File: config.mk
export PLATFORM = sky130hd
export DESIGN_NAME = aud_recorder_flat
export DESIGN_NICKNAME = d
export VERILOG_FILES = /design/src/rtl/aud_recorder_if.sv /design/src/rtl/aud_recorder.sv /design/src/flat_wrapper.sv
export SDC_FILE = /design/constraint.sdc
export NUM_CORES = 1
export LEC_CHECK = 0
export BUFFER_PORTS_ARGS = -buffer_cell sky130_fd_sc_hd__buf_4
export CAP_MARGIN = 10
export CORE_MARGIN = 2
export CORE_UTILIZATION = 45
export CTS_CLUSTER_DIAMETER = 30
export DETAILED_ROUTE_END_ITERATION = 10
export GPL_TIMING_DRIVEN = 0
export PLACE_DENSITY = 0.73
export SYNTH_ARGS = -nofsm -noshare
export SYNTH_HDL_FRONTEND = slang
export SYNTH_SLANG_ARGS = --single-unit
File: constraint.sdc
create_clock -name i_clk -period 4.15 [get_ports i_clk]
set_input_delay 0.83 -clock i_clk [delete_from_list [all_inputs] [get_ports i_clk]]
set_output_delay 0.83 -clock i_clk [all_outputs]
set_load 0.02 [all_outputs]
File: src/rtl/aud_recorder_if.sv
// SRAM write bus and recording status driven by the capture stage.
interface aud_recorder_if #(
    parameter int ADDR_W = 20,
    parameter int DATA_W = 16
);
    logic [ADDR_W-1:0] o_address;
    logic [DATA_W-1:0] o_data;
    logic              o_we;
    logic [ADDR_W-1:0] o_len;
    logic              o_busy;
    logic              o_full;

    modport master (
        output o_address,
        output o_data,
        output o_we,
        output o_len,
        output o_busy,
        output o_full
    );

    modport slave (
        input o_address,
        input o_data,
        input o_we,
        input o_len,
        input o_busy,
        input o_full
    );
endinterface

File: src/rtl/aud_recorder.sv
// I2S left-channel capture: one SRAM write per LRC frame,
// with start/pause/stop control and recorded-length tracking.
module aud_recorder #(
    parameter int              ADDR_W   = 20,
    parameter int              DATA_W   = 16,
    parameter logic [ADDR_W-1:0] MAX_ADDR = {ADDR_W{1'b1}}
) (
    input  logic i_clk,
    input  logic i_rst,
    input  logic i_lrc,
    input  logic i_data,
    input  logic i_start,
    input  logic i_pause,
    input  logic i_stop,
    aud_recorder_if.master o_wr
);
    localparam int CNT_W = $clog2(DATA_W);

    typedef enum logic [2:0] {
        S_IDLE,
        S_WAIT,
        S_SHIFT,
        S_WRITE,
        S_PAUSED
    } state_t;

    state_t            r_state;
    logic              r_lrc_d;
    logic [CNT_W-1:0]  r_cnt;
    logic [DATA_W-1:0] r_shift;
    logic              r_pend;
    logic              w_fall;

    assign w_fall = r_lrc_d & ~i_lrc;

    always_ff @(posedge i_clk) begin
        if (i_rst) begin
            r_state        <= S_IDLE;
            r_lrc_d        <= 1'b1;
            r_cnt          <= '0;
            r_shift        <= '0;
            r_pend         <= 1'b0;
            o_wr.o_address <= '0;
            o_wr.o_data    <= '0;
            o_wr.o_we      <= 1'b0;
            o_wr.o_len     <= '0;
            o_wr.o_busy    <= 1'b0;
            o_wr.o_full    <= 1'b0;
        end else begin
            r_lrc_d   <= i_lrc;
            o_wr.o_we <= 1'b0;
            unique case (r_state)
                S_IDLE: begin
                    if (i_start) begin
                        r_state        <= S_WAIT;
                        o_wr.o_busy    <= 1'b1;
                        o_wr.o_address <= '0;
                        o_wr.o_len     <= '0;
                        o_wr.o_full    <= 1'b0;
                    end
                end
                S_WAIT: begin
                    if (i_stop) begin
                        r_state     <= S_IDLE;
                        o_wr.o_busy <= 1'b0;
                    end else if (i_pause) begin
                        r_state <= S_PAUSED;
                    end else if (w_fall) begin
                        // E0 carries the I2S one-bit delay; no data taken
                        r_state <= S_SHIFT;
                        r_cnt   <= '0;
                        r_pend  <= 1'b0;
                    end
                end
                S_SHIFT: begin
                    if (i_stop) begin
                        r_state     <= S_IDLE;
                        o_wr.o_busy <= 1'b0;
                    end else begin
                        r_shift <= {r_shift[DATA_W-2:0], i_data};
                        r_cnt   <= r_cnt + CNT_W'(1);
                        if (i_pause)
                            r_pend <= 1'b1;
                        if (r_cnt == CNT_W'(DATA_W-1)) begin
                            r_state     <= S_WRITE;
                            o_wr.o_we   <= 1'b1;
                            o_wr.o_data <= {r_shift[DATA_W-2:0], i_data};
                        end
                    end
                end
                S_WRITE: begin
                    o_wr.o_len <= o_wr.o_address + ADDR_W'(1);
                    r_pend     <= 1'b0;
                    if (o_wr.o_address == MAX_ADDR) begin
                        r_state     <= S_IDLE;
                        o_wr.o_busy <= 1'b0;
                        o_wr.o_full <= 1'b1;
                    end else begin
                        o_wr.o_address <= o_wr.o_address + ADDR_W'(1);
                        if (i_stop) begin
                            r_state     <= S_IDLE;
                            o_wr.o_busy <= 1'b0;
                        end else if (i_pause || r_pend) begin
                            r_state <= S_PAUSED;
                        end else begin
                            r_state <= S_WAIT;
                        end
                    end
                end
                S_PAUSED: begin
                    if (i_stop) begin
                        r_state     <= S_IDLE;
                        o_wr.o_busy <= 1'b0;
                    end else if (i_start) begin
                        r_state <= S_WAIT;
                    end
                end
                default: begin
                    r_state     <= S_IDLE;
                    o_wr.o_busy <= 1'b0;
                end
            endcase
        end
    end
endmodule

File: src/flat_wrapper.sv
// flat-port wrapper written by rule: the top's interface ports become plain ports
module aud_recorder_flat 
#(
    parameter int              ADDR_W   = 20,
    parameter int              DATA_W   = 16,
    parameter logic [ADDR_W-1:0] MAX_ADDR = {ADDR_W{1'b1}}
)
  (i_clk, i_rst, i_lrc, i_data, i_start, i_pause, i_stop, o_wr_o_address, o_wr_o_data, o_wr_o_we, o_wr_o_len, o_wr_o_busy, o_wr_o_full);
  aud_recorder_if #(.ADDR_W(ADDR_W), .DATA_W(DATA_W)) o_wr_i ();
  input  logic i_clk;
  input  logic i_rst;
  input  logic i_lrc;
  input  logic i_data;
  input  logic i_start;
  input  logic i_pause;
  input  logic i_stop;
  output wire logic [$bits(o_wr_i.o_address)-1:0] o_wr_o_address;
  output wire logic [$bits(o_wr_i.o_data)-1:0] o_wr_o_data;
  output wire logic [$bits(o_wr_i.o_we)-1:0] o_wr_o_we;
  output wire logic [$bits(o_wr_i.o_len)-1:0] o_wr_o_len;
  output wire logic [$bits(o_wr_i.o_busy)-1:0] o_wr_o_busy;
  output wire logic [$bits(o_wr_i.o_full)-1:0] o_wr_o_full;
  assign o_wr_o_address = o_wr_i.o_address;
  assign o_wr_o_data = o_wr_i.o_data;
  assign o_wr_o_we = o_wr_i.o_we;
  assign o_wr_o_len = o_wr_i.o_len;
  assign o_wr_o_busy = o_wr_i.o_busy;
  assign o_wr_o_full = o_wr_i.o_full;
  aud_recorder #(.ADDR_W(ADDR_W), .DATA_W(DATA_W), .MAX_ADDR(MAX_ADDR)) u_core (.i_clk(i_clk), .i_rst(i_rst), .i_lrc(i_lrc), .i_data(i_data), .i_start(i_start), .i_pause(i_pause), .i_stop(i_stop), .o_wr(o_wr_i));
endmodule
==> results of run 1 <==
worst max-delay path: stages:
cell	delay, ps
buf_4	120
nor3_1	700
nand2b_1	140
clkbuf_1	230
clkbuf_1	260
nand2_1	130
a21oi_1	60
metrics by stage:
stage / area [um2] / worst slack (ps)
3_5_place_dp: 4230 / 1530
3_3_place_gp: 4230 / 1590
2_1_floorplan: 3610 / 2010
6_report: 4420 / 1900
4_1_cts: 4420 / 1920
5_1_grt: 4420 / 1710
per-layer routing:
metal | part of all wire [%] | up-vias | GRT usage, % | wire [um]
met4 | 1.4 | 0 | 7.61 | 128
met3 | 4.5 | 12 | 4.92 | 415
met2 | 50 | 82 | 36.6 | 4550
li1 | - | 1702 | - | -
met1 | 44 | 1601 | 26.2 | 4060
met5 | 0 | - | 0 | 0
sequential cells by signal (all words and copies together) (netlist names):
| signal | flops |
|---|---|
| u_core.r_shift | 15 |
| u_core.o_wr.o_we | 1 |
| u_core.o_wr.o_address | 20 |
| u_core.o_wr.o_busy | 1 |
| u_core.r_cnt | 4 |
| u_core.o_wr.o_len | 20 |
| u_core.o_wr.o_data | 16 |
| u_core.r_pend | 1 |
| u_core.r_state | 3 |
| u_core.r_lrc_d | 1 |
| u_core.o_wr.o_full | 1 |
cell usage after synthesis, types with 3 or more instances:
| cell | number |
|---|---|
| nor2_1 | 41 |
| a311oi_1 | 4 |
| nand2b_1 | 3 |
| a211oi_1 | 3 |
| nand3b_1 | 4 |
| a21oi_1 | 62 |
| inv_1 | 7 |
| buf_4 | 3 |
| dfxtp_1 | 83 |
| nand3_1 | 19 |
| a31oi_1 | 4 |
| or3_1 | 3 |
| o21ai_1 | 3 |
| clkbuf_1 | 20 |
| nand2_1 | 92 |
| a22oi_1 | 10 |
| or2_2 | 3 |
| xnor2_1 | 9 |
| buf_2 | 3 |
| o21ai_0 | 14 |
| nor3_1 | 11 |
| xor2_1 | 8 |
power breakdown:
| part | internal (uW) | switching (uW) | leakage (uW) | total, uW |
|---|---|---|---|---|
| clock | 233 | 332 | 0.0000915 | 565 |
| combinational | 22.5 | 48.7 | 0.000864 | 71.2 |
| sequential | 798 | 1.22 | 0.000669 | 800 |
| total | 1050 | 382 | 0.00162 | 1440 |
cell families after synthesis:
| family | share of synthesized area, % |
|---|---|
| AND/OR/NAND/NOR | 25.7 |
| multiplexers | 0.554 |
| AO/OA/AOI/OAI | 18.4 |
| adder cells (fa/ha/maj) | 0.693 |
| flip-flops | 46.0 |
| XOR/XNOR | 4.12 |
| buffers and inverters | 4.50 |
worst max path at each step:
stage                            startpoint                        end  slack [ps]  cells after the start
after floorplan                     i_start  u_core.o_wr.o_address[15]        2010                      7
after global placement               i_stop      u_core.o_wr.o_data[6]        1590                      7
final                                i_stop     u_core.o_wr.o_data[13]        1900                      7
after CTS                            i_stop     u_core.o_wr.o_data[14]        1920                      7
after detailed placement             i_stop     u_core.o_wr.o_data[13]        1530                      7
after global routing      u_core.r_state[2]      u_core.o_wr.o_data[7]        1710                      7
cell type report:
class | count | area, um2 | share of cell area [%]
Clock inverter | 7 | 68.8 | 1.56
Timing Repair Buffer | 65 | 488 | 11.0
Buffer | 29 | 133 | 3.00
Multi-Input combinational cell | 329 | 1790 | 40.4
Tap cell | 102 | 128 | 2.89
Sequential cell | 83 | 1660 | 37.6
Clock buffer | 9 | 124 | 2.80
Inverter | 8 | 30.0 | 0.680
==> metrics.md, run 1 <==
| Metric | Value |
|---|---|
| Post-CTS Resized | `0` |
| Synth top area share | `46.0%` |
| Hold path endpoint | `u_core.o_wr.o_len[14]` |
| Cts bufs inserted | `9` |
| Worst Path Max Fanout | `10` |
| Total power | `1440 uW` |
| Global-route wire length before repair | `around 15 mm` |
| Dominant synthesized flop cell | `dfxtp_1` |
| Hold Vio Cnt, Final | `0` |
| CTS Root Cell | `clkbuf_8` |
| Synth top area cells | `dfxtp_1 46%, nand2_1 9.6%, a21oi_1 8.6%` |
| Hold WC Path Type | `reg -> reg` |
| Vias in the first global route | `3100` |
| DRC viols | `0` |
| Final #Nets | `534` |
| Hold wc startpoint | `u_core.o_wr.o_len[14]` |
| Initial DRC count | `between 100 and 150` |
| Final setup vio count | `0` |
| Clock Pin Slew Worst Setup and Hold Paths | `100 ps` |
| Tmin final | `2250 ps` |
| Post-layout util | `between 50 and 60%` |
| Initial Util | `a little under half` |
| Worst-skew pair later-pin latency | `between 300 and 400 ps` |
| Pins Over Slew Limit | `0` |
| TritonCTS clock tree | `yes` |
| Number of flops mapped to enable cells by yosys | `0` |
| Number of setup buffers added after CTS | `0` |
| I/O Buffers | `65` |
| Startpoint type of the worst setup path | `input port` |
| Core Region | `just under 8000 um2` |
| Post-Layout Cell Count | `632` |
| Mapped Nets | `~460` |
| DR vias/cell | `~5.4` |
| Layout area overhead | `22.4%` |
| Seq/Total Area, Yosys | `a little under half` |
| Max Freq | `between 400 and 500 MHz` |
| Fill count | `741` |
| Total Routing Usage GR | `about a fifth` |
| Post-Syn Area | `3610 um2` |
| Slew Limit Headroom | `between 40 and 50%` |
| Max cap viols | `0` |
| Yosys reg bits | `83` |
| Min Hold Slack | `around 460 ps` |
| Leak | `approximately 0.0016 uW` |
| Post-synthesis cell type count | `54` |
| Ant diodes | `0` |
| Die Area | `approximately 8800 um2` |
| Final ANT Viol Nets | `0` |
| R2R Path Start | `u_core.r_state[2]` |
| Hold_buf cts | `0` |
| Fin Setup TNS | `0 ps` |
| Die span in y | `about 94 um` |
| Crit path required time | `~4400 ps` |
| Placement Rows | `32` |
| H-tree Lvls | `3` |
| 1st-pass router iterations | `4` |
| Total wire length | `about 9.2 mm` |
| Status | `finished clean` |
| Antenna violations before repair | `0` |
| Hold path cells | `2` |
| Pwr dens | `approximately 320 nW/um2` |
| Placed cell count | `616` |
| Unrepaired setup endpoints after global routing | `false` |
| Worst reg-to-reg path cell count | `7` |
| Wire per inst | `between 10 and 15 um` |
| GRT overflow | `0` |
| Largest net degree at the start of global routing | `18` |
| R2R Path End | `u_core.o_wr.o_data[13]` |
| Clock skew after layout | `12.8 ps` |
| I/O pin cnt | `66` |
| Commonest non-fill, non-tap cell in the layout | `nand2_1` |
| Yosys warning count | `0` |
| Share of cells above drive strength 1 | `about 20%` |
| FF-to-FF setup slack | `1940 ps` |
| Die Wd | `slightly above 90 um` |
| Post-Syn Area per Cell | `between 8 and 9 um2` |
| Routed via count | `approximately 3400` |
| Post-synth ARST share | `0%` |
| HPWL Detailed | `between 6 and 7 mm` |
| Gpl congestion | `roughly 0.93` |
| Setup CP Type | `in -> reg` |
| Final period util | `54.3%` |
| Crit path DAT | `roughly 2500 ps` |
| Clk buf depth | `2` |
| Largest area contributor in the netlist | `dfxtp_1` |
| Worst setup EP type | `flip-flop` |
| Post-Synthesis Cells | `449` |
| CTS Sinks | `slightly above 80` |
| Worst slew pin tran | `between 800 and 900 ps` |
| VDD IR-drop max | `around 0.25 mV` |
| Most frequent cells in the layout | `92 x nand2_1, 83 x dfxtp_1, 68 x buf_4` |
Note: power is estimated with default switching activity, not from simulation.
==> run 2: changes to the inputs <==
ABC_AREA = 1   (was default)
clock period = 2.3 ns   (was 4.15 ns; I/O delays follow)
==> run 2 against run 1 <==
Net effect:
- cell count is 7.4% higher
- power is 91% higher
- via count hardly changed
==> metrics.md, run 2 <==
| Metric | Value |
|---|---|
| Status | `finished clean` |
| CTS Sinks | `83 (unchanged)` |
| Total wire length | `8.85 mm (-3.4%)` |
| Seq/Total Area, Yosys | `46.2% (+0.18 points)` |
| Largest net degree at the start of global routing | `15 (-3)` |
| Global-route wire length before repair | `14.4 mm (-2.5%)` |
| Antenna violations before repair | `0 (unchanged)` |
| CP max stage delay | `410 ps (-290 ps)` |
| Final period util | `between 80% and 90%` |
| Slew Limit Headroom | `52.3% (+10 points)` |
| I/O pin cnt | `66 (unchanged)` |
| Vias in the first global route | `3074 (-0.84%)` |
| Share of cells above drive strength 1 | `19.1% (-0.56 points)` |
| Worst slew pin tran | `716 ps (-146 ps)` |
| Pwr dens | `625 nW/um2 (+92%)` |
| Fin Setup TNS | `0 ps (unchanged)` |
| GRT overflow | `0 (unchanged)` |
| Worst path cell trace | `ha_1 -> nand3_2 -> nor2_8 -> and2_4 -> nand3_4 -> nand2_4 -> buf_6 -> buf_8 -> nand2_1 -> a21oi_2` |
| Min Hold Slack | `298 ps (-164 ps)` |
| Setup CP Type | `reg -> reg` |
| Post-synthesis xor/xnor area fraction | `0.243% (-3.9 points)` |
| Hold Vio Cnt, Final | `0 (unchanged)` |
| Number of flops mapped to enable cells by yosys | `0 (unchanged)` |
| Yosys reg bits | `83 (unchanged)` |
| TritonCTS clock tree | `yes` |
| Placement Rows | `32 (unchanged)` |
| Clock skew after layout | `12.9 ps (+0.0936 ps)` |
| Total Routing Usage GR | `21.0% (-0.30 points)` |
| Initial Util | `46.6% (+0.063 points)` |
| Die span in y | `93.4 um (-0.19%)` |
| Gpl congestion | `0.857 (-8.3%)` |
| Post-synth ARST share | `0% (unchanged)` |
| Final #Nets | `582 (+9.0%)` |
| Ant diodes | `0 (unchanged)` |
| Routed via count | `3394 (-0.088%)` |
| Crit path DAT | `2220 ps (-270 ps)` |
| Worst setup EP type | `flip-flop` |
| Post-Syn Area per Cell | `7.22 um2 (-10%)` |
| Mapped Nets | `507 (+11%)` |
| Cts bufs inserted | `9 (unchanged)` |
| Final setup vio count | `0 (unchanged)` |
| Final WS setup | `349 ps (-1550 ps)` |
| Synth top area share | `46.2% (+0.18 points)` |
| DRC viols | `0 (unchanged)` |
| Max Freq | `513 MHz` |
| Mux contribution to synthesized area | `0% (-0.55 points)` |
| Post-CTS Resized | `0 (unchanged)` |
| Worst setup path end | `u_core.o_wr.o_address[16]` |
| Compound-cell area share of the yosys netlist | `16.0% (-2.4 points)` |
| Hold WC Path Type | `in -> reg` |
| Adder-cell share of the synthesized area | `0.696% (+0.0027 points)` |
| 1st-pass router iterations | `4 (unchanged)` |
| Clk buf depth | `2 (unchanged)` |
| Biggest regs | `u_core.o_wr.o_address x20, u_core.o_wr.o_len x20, u_core.o_wr.o_data x16` |
| Max cap viols | `0 (unchanged)` |
| Post-Synthesis Cells | `498 (+11%)` |
| VDD IR-drop max | `0.307 mV (+23%)` |
| Hold_buf cts | `0 (unchanged)` |
| Wire per inst | `13.0 um (-10%)` |
| Placed cell count | `664 (+7.8%)` |
| R2R Path Start | `u_core.o_wr.o_address[0]` |
| Synth top area cells | `dfxtp_1 46%, nand2_1 12%, nor2_1 7.0%` |
| Dominant synthesized flop cell | `dfxtp_1` |
| Crit-path slowest cell | `dfxtp_1` |
| Yosys warning count | `0 (unchanged)` |
| Main combinational cell family by area after synthesis | `simple AND/OR/NAND/NOR gates` |
| Post-layout util | `56.7% (-0.21 points)` |
| Pins Over Slew Limit | `0 (unchanged)` |
| Layout area overhead | `21.8%` |
| CP Launch Point | `u_core.o_wr.o_address[0]` |
| Largest area contributor in the netlist | `dfxtp_1` |
| Startpoint type of the worst setup path | `flip-flop` |
| R2R Path End | `u_core.o_wr.o_address[16]` |
| Initial DRC count | `180 (+36%)` |
| Core Region | `7730 um2 (-0.52%)` |
| H-tree Lvls | `3 (unchanged)` |
| HPWL Detailed | `6.56 mm (+0.40%)` |
| Post-Layout Cell Count | `679 (+7.4%)` |
| DP Worst Slack | `375 ps (-1150 ps)` |
| Leak | `0.00198 uW (+22%)` |
| Worst reg-to-reg path cell count | `10 (+3)` |
| Simple logic cell fraction of the synthesized area | `28.1% (+2.4 points)` |
| Unrepaired setup endpoints after global routing | `false` |
| CTS Root Cell | `clkbuf_8` |
| Die Wd | `93.4 um (-0.19%)` |
| Most frequent cells after synthesis | `111 x nand2_1, 83 x dfxtp_1, 67 x nor2_1, 54 x inv_1, 45 x a21oi_1` |
| Worst-skew pair later-pin latency | `350 ps (about the same)` |
| DR vias/cell | `5.00 (-7.0%)` |
| Worst Path Max Fanout | `10 (unchanged)` |
| Number of setup buffers added after CTS | `0 (unchanged)` |
| Tmin final | `roughly 2000 ps` |
| I/O Buffers | `64 (-1.5%)` |
| Most frequent cells in the layout | `111 x nand2_1, 83 x dfxtp_1, 67 x nor2_1` |
| Final ANT Viol Nets | `0 (unchanged)` |
| Commonest non-fill, non-tap cell in the layout | `nand2_1` |
| Die Area | `8720 um2 (-0.37%)` |
| Crit path required time | `2570 ps (-1810 ps)` |
| FF-to-FF setup slack | `350 ps (-1590 ps)` |
| Count leader, synth | `nand2_1` |
| Post-Syn Area | `3600 um2 (-0.38%)` |
| Clock Pin Slew Worst Setup and Hold Paths | `90 ps (about the same)` |
| Post-synthesis cell type count | `38 (-30%)` |
==> run 2: how the worst min path moves through the flow <==
stage,from,to,slack [ps],cells past startpoint
2_1_floorplan,u_core.r_shift[13],u_core.o_wr.o_data[14],440,2
3_3_place_gp,u_core.o_wr.o_len[11],u_core.o_wr.o_len[11],450,2
3_5_place_dp,u_core.o_wr.o_len[11],u_core.o_wr.o_len[11],460,2
4_1_cts,i_lrc,u_core.r_lrc_d,290,3
5_1_grt,i_lrc,u_core.r_lrc_d,280,3
6_report,i_lrc,u_core.r_lrc_d,300,3
==> run 2: final cells by class <==
cell class                 instances  area (um2)
fill                             744        3350
sequential                        83        1660
multi-input combinational        337        1620
timing repair buffer              64         480
inverter                          61         229
clock buffer                      10         138
tap                              102         128
buffer                            17        86.3
clock inverter                     5        37.5
==> run 2: per-layer routing <==
layer,track usage [%],routed length [um]
met5,0,0
met4,6.37,122
met3,5.00,346
met2,36.0,4380
met1,26.2,4000
==> run 2: kinds of logic (layout without fill, tap and decap cells) <==
kind of cell	after synthesis	after routing
and+or+nand+nor	232	232
adders and majority gates	2	2
buffers and inverters	78	157
DFF	83	83
xor gates and xnor gates	1	1
AOI/OAI and AO/OA	102	102
==> run 2: power by group <==
| group | internal (uW) | total [uW] | leakage [uW] | switching (uW) |
|---|---|---|---|---|
| registers | 1470 | 1510 | 0.000672 | 37.6 |
| logic | 98.9 | 283 | 0.00122 | 184 |
| clock network | 420 | 948 | 0.0000848 | 528 |
| total | 1990 | 2740 | 0.00198 | 750 |
==> run 2: stage by stage <==
| stage | power, uW | instance area (um2) |
|---|---|---|
| floorplan | 1720 | 3600 |
| global placement | 1820 | 4210 |
| detailed placement | 1820 | 4210 |
| CTS | 2760 | 4380 |
| global route | 2860 | 4380 |
| finish | 2740 | 4380 |
==> run 2: worst max-delay path, delay by kind of cell, from the launching register on <==
kind / cells / cell delay (ps)
simple gates: 6 / 820
buf+inv: 2 / 300
compound gates: 1 / 120
flops: 1 / 410
fa+ha+maj: 1 / 220
==> run 3: changes to the inputs <==
PLACE_DENSITY = 0.75   (was 0.73)
clock period = 1.65 ns   (was 2.3 ns; I/O delays follow)
==> run 3 against run 2 <==
Net effect:
- clock skew hardly changed
- maximum frequency is 24% higher
- utilization is 4.3 points higher
- critical path type unchanged
- via count is 5.9% higher
- critical endpoint is now u_core.o_wr.o_address[14]
- largest cell class is now multi-input gates
- cell count is 2.9% higher
- critical path depth stayed put
==> metrics.md, run 3 (synthesis gave the netlist of run 2 again) <==
| Metric | Value |
|---|---|
| Status | `finished clean` |
| Max cap viols | `0 (unchanged)` |
| Final period util | `95.3% (+10 points)` |
| Final ANT Viol Nets | `0 (unchanged)` |
| Worst slew pin tran | `679 ps (-36.2 ps)` |
| Pins Over Slew Limit | `0 (unchanged)` |
| Wire per inst | `13.6 um (+4.3%)` |
| Global-route wire length before repair | `15.0 mm (+4.0%)` |
| Die Area | `8720 um2 (unchanged)` |
| Commonest non-fill, non-tap cell in the layout | `nand2_1` |
| Final #Nets | `601 (+3.3%)` |
| CTS Root Cell | `clkbuf_8` |
| Routed via count | `3595 (+5.9%)` |
| GRT overflow | `0 (unchanged)` |
| VDD IR-drop max | `0.537 mV (+75%)` |
| Post-Layout Cell Count | `699 (+2.9%)` |
| Worst reg-to-reg path cell count | `10 (unchanged)` |
| Clock skew after layout | `12.8 ps (-0.153 ps)` |
| I/O pin cnt | `66 (unchanged)` |
| Total power | `4050 uW (+48%)` |
| Pwr dens | `860 nW/um2 (+38%)` |
| Final WS setup | `77.9 ps (-271 ps)` |
| Final setup vio count | `0 (unchanged)` |
| Total wire length | `9.50 mm (+7.4%)` |
| Crit path required time | `1940 ps (-630 ps)` |
| Initial Util | `46.6% (unchanged)` |
| Clk buf depth | `2 (unchanged)` |
| Vias in the first global route | `3168 (+3.1%)` |
| Hold path cells | `3 (unchanged)` |
| Most frequent cells in the layout | `107 x nand2_1, 81 x buf_4, 65 x dfxtp_1` |
| Initial DRC count | `183 (+1.7%)` |
| Hold WC Path Type | `in -> reg` |
| Clock Pin Slew Worst Setup and Hold Paths | `90 ps (about the same)` |
| Layout area overhead | `31.0%` |
| R2R Path End | `u_core.o_wr.o_address[14]` |
| Gpl congestion | `0.900 (+5.0%)` |
| Die Wd | `93.4 um (unchanged)` |
| 1st-pass router iterations | `6 (+2)` |
| Worst-skew pair later-pin latency | `360 ps (about the same)` |
| Placed cell count | `664 (unchanged)` |
| DRC viols | `0 (unchanged)` |
| Tmin final | `1570 ps (-379 ps)` |
| H-tree Lvls | `3 (unchanged)` |
| HPWL Detailed | `6.56 mm (about the same)` |
| Worst Path Max Fanout | `6 (-4)` |
| Biggest regs | `u_core.o_wr.o_address x20, u_core.o_wr.o_len x20, u_core.o_wr.o_data x16` |
| Hold path endpoint | `u_core.r_lrc_d` |
| Share of cells above drive strength 1 | `27.8% (+8.7 points)` |
| DP Worst Slack | `-113 ps (-488 ps)` |
| Max Freq | `636 MHz (+24%)` |
| Placement Rows | `32 (unchanged)` |
| Startpoint type of the worst setup path | `flip-flop` |
| Worst setup EP type | `flip-flop` |
| FF-to-FF setup slack | `80 ps (-270 ps)` |
| Total Routing Usage GR | `22.0% (+0.94 points)` |
| TritonCTS clock tree | `yes` |
| Core Region | `7730 um2 (unchanged)` |
| Largest net degree at the start of global routing | `16 (+1)` |
| R2R Path Start | `u_core.o_wr.o_address[1]` |
| Crit path DAT | `1860 ps (-360 ps)` |
| Hold Vio Cnt, Final | `0 (unchanged)` |
| Hold wc startpoint | `i_lrc` |
| Antenna violations before repair | `0 (unchanged)` |
| Die span in y | `93.4 um (unchanged)` |
| Fill count | `710 (-4.6%)` |
| CTS Sinks | `83 (unchanged)` |
| Cts bufs inserted | `9 (unchanged)` |
| Leak | `0.00213 uW (+7.8%)` |
| I/O Buffers | `64 (unchanged)` |
| DR vias/cell | `5.14 (+2.9%)` |
| Ant diodes | `0 (unchanged)` |
| Setup CP Type | `reg -> reg` |
| Slew Limit Headroom | `54.7% (+2.4 points)` |
==> run 3: timing repair <==
action                     CTS  global route
gates resized for setup     19            37
cloned                       1             1
hold endpoints to repair     0             0
hold buffers                 0             0
buffers inserted             6            12
setup endpoints to repair   39            63
pin swaps                    1             9
==> run 3: cell type report <==
cell class	count	area [um2]	area share, %
multi-input cells	338	1710	36.4
well taps	102	128	2.71
repair buffers	83	654	13.9
inverters	61	234	4.97
clock inverters	7	73.8	1.57
clock buffers	9	124	2.63
plain buffers	16	87.6	1.86
flip-flops and latches	83	1700	36.0
==> run 3: stage by stage <==
stage | area (um2) | util [%] | setup TNS (ps) | hold WS [ps]
floorplan | 3620 | - | 0 | 427
global placement | 4220 | 54.7 | -1140 | 453
detailed placement | 4220 | 54.7 | -2290 | 457
CTS | 4540 | 58.8 | -79.6 | 152
global route | 4710 | 61.0 | -22.2 | 162
finish | 4710 | 61.0 | 0 | 162
==> run 3: worst max path at each step <==
stage	start	to
2_1_floorplan	u_core.o_wr.o_address[7]	u_core.o_wr.o_address[8]
3_3_place_gp	u_core.o_wr.o_address[0]	u_core.o_wr.o_address[4]
3_5_place_dp	u_core.o_wr.o_address[0]	u_core.o_wr.o_address[4]
4_1_cts	u_core.r_state[2]	u_core.r_state[2]
5_1_grt	u_core.o_wr.o_address[0]	u_core.o_wr.o_address[9]
6_report	u_core.o_wr.o_address[1]	u_core.o_wr.o_address[14]
==> run 3: where the power goes <==
part / switching, uW / internal (uW)
clock: 778 / 710
combinational: 283 / 181
sequential: 53.3 / 2050
total: 1110 / 2940
==> run 3: per-layer routing <==
metal | share of wire, % | GRT usage, % | vias to the layer above
met4 | 2.5 | 8.33 | 0
met3 | 6.4 | 4.59 | 29
met1 | 43 | 27.2 | 1645
met2 | 48 | 37.4 | 135
met5 | 0 | 0 | -
li1 | - | - | 1786
==> run 3: worst max-delay path, stage by stage, from the launching register on <==
cell	delay [ps]
dfxtp_4	380
ha_4	150
nand3_4	110
nor2_8	110
and2_4	160
nand3_4	70
nand2_4	90
buf_8	120
buf_6	120
nand2_1	60
a21oi_2	120
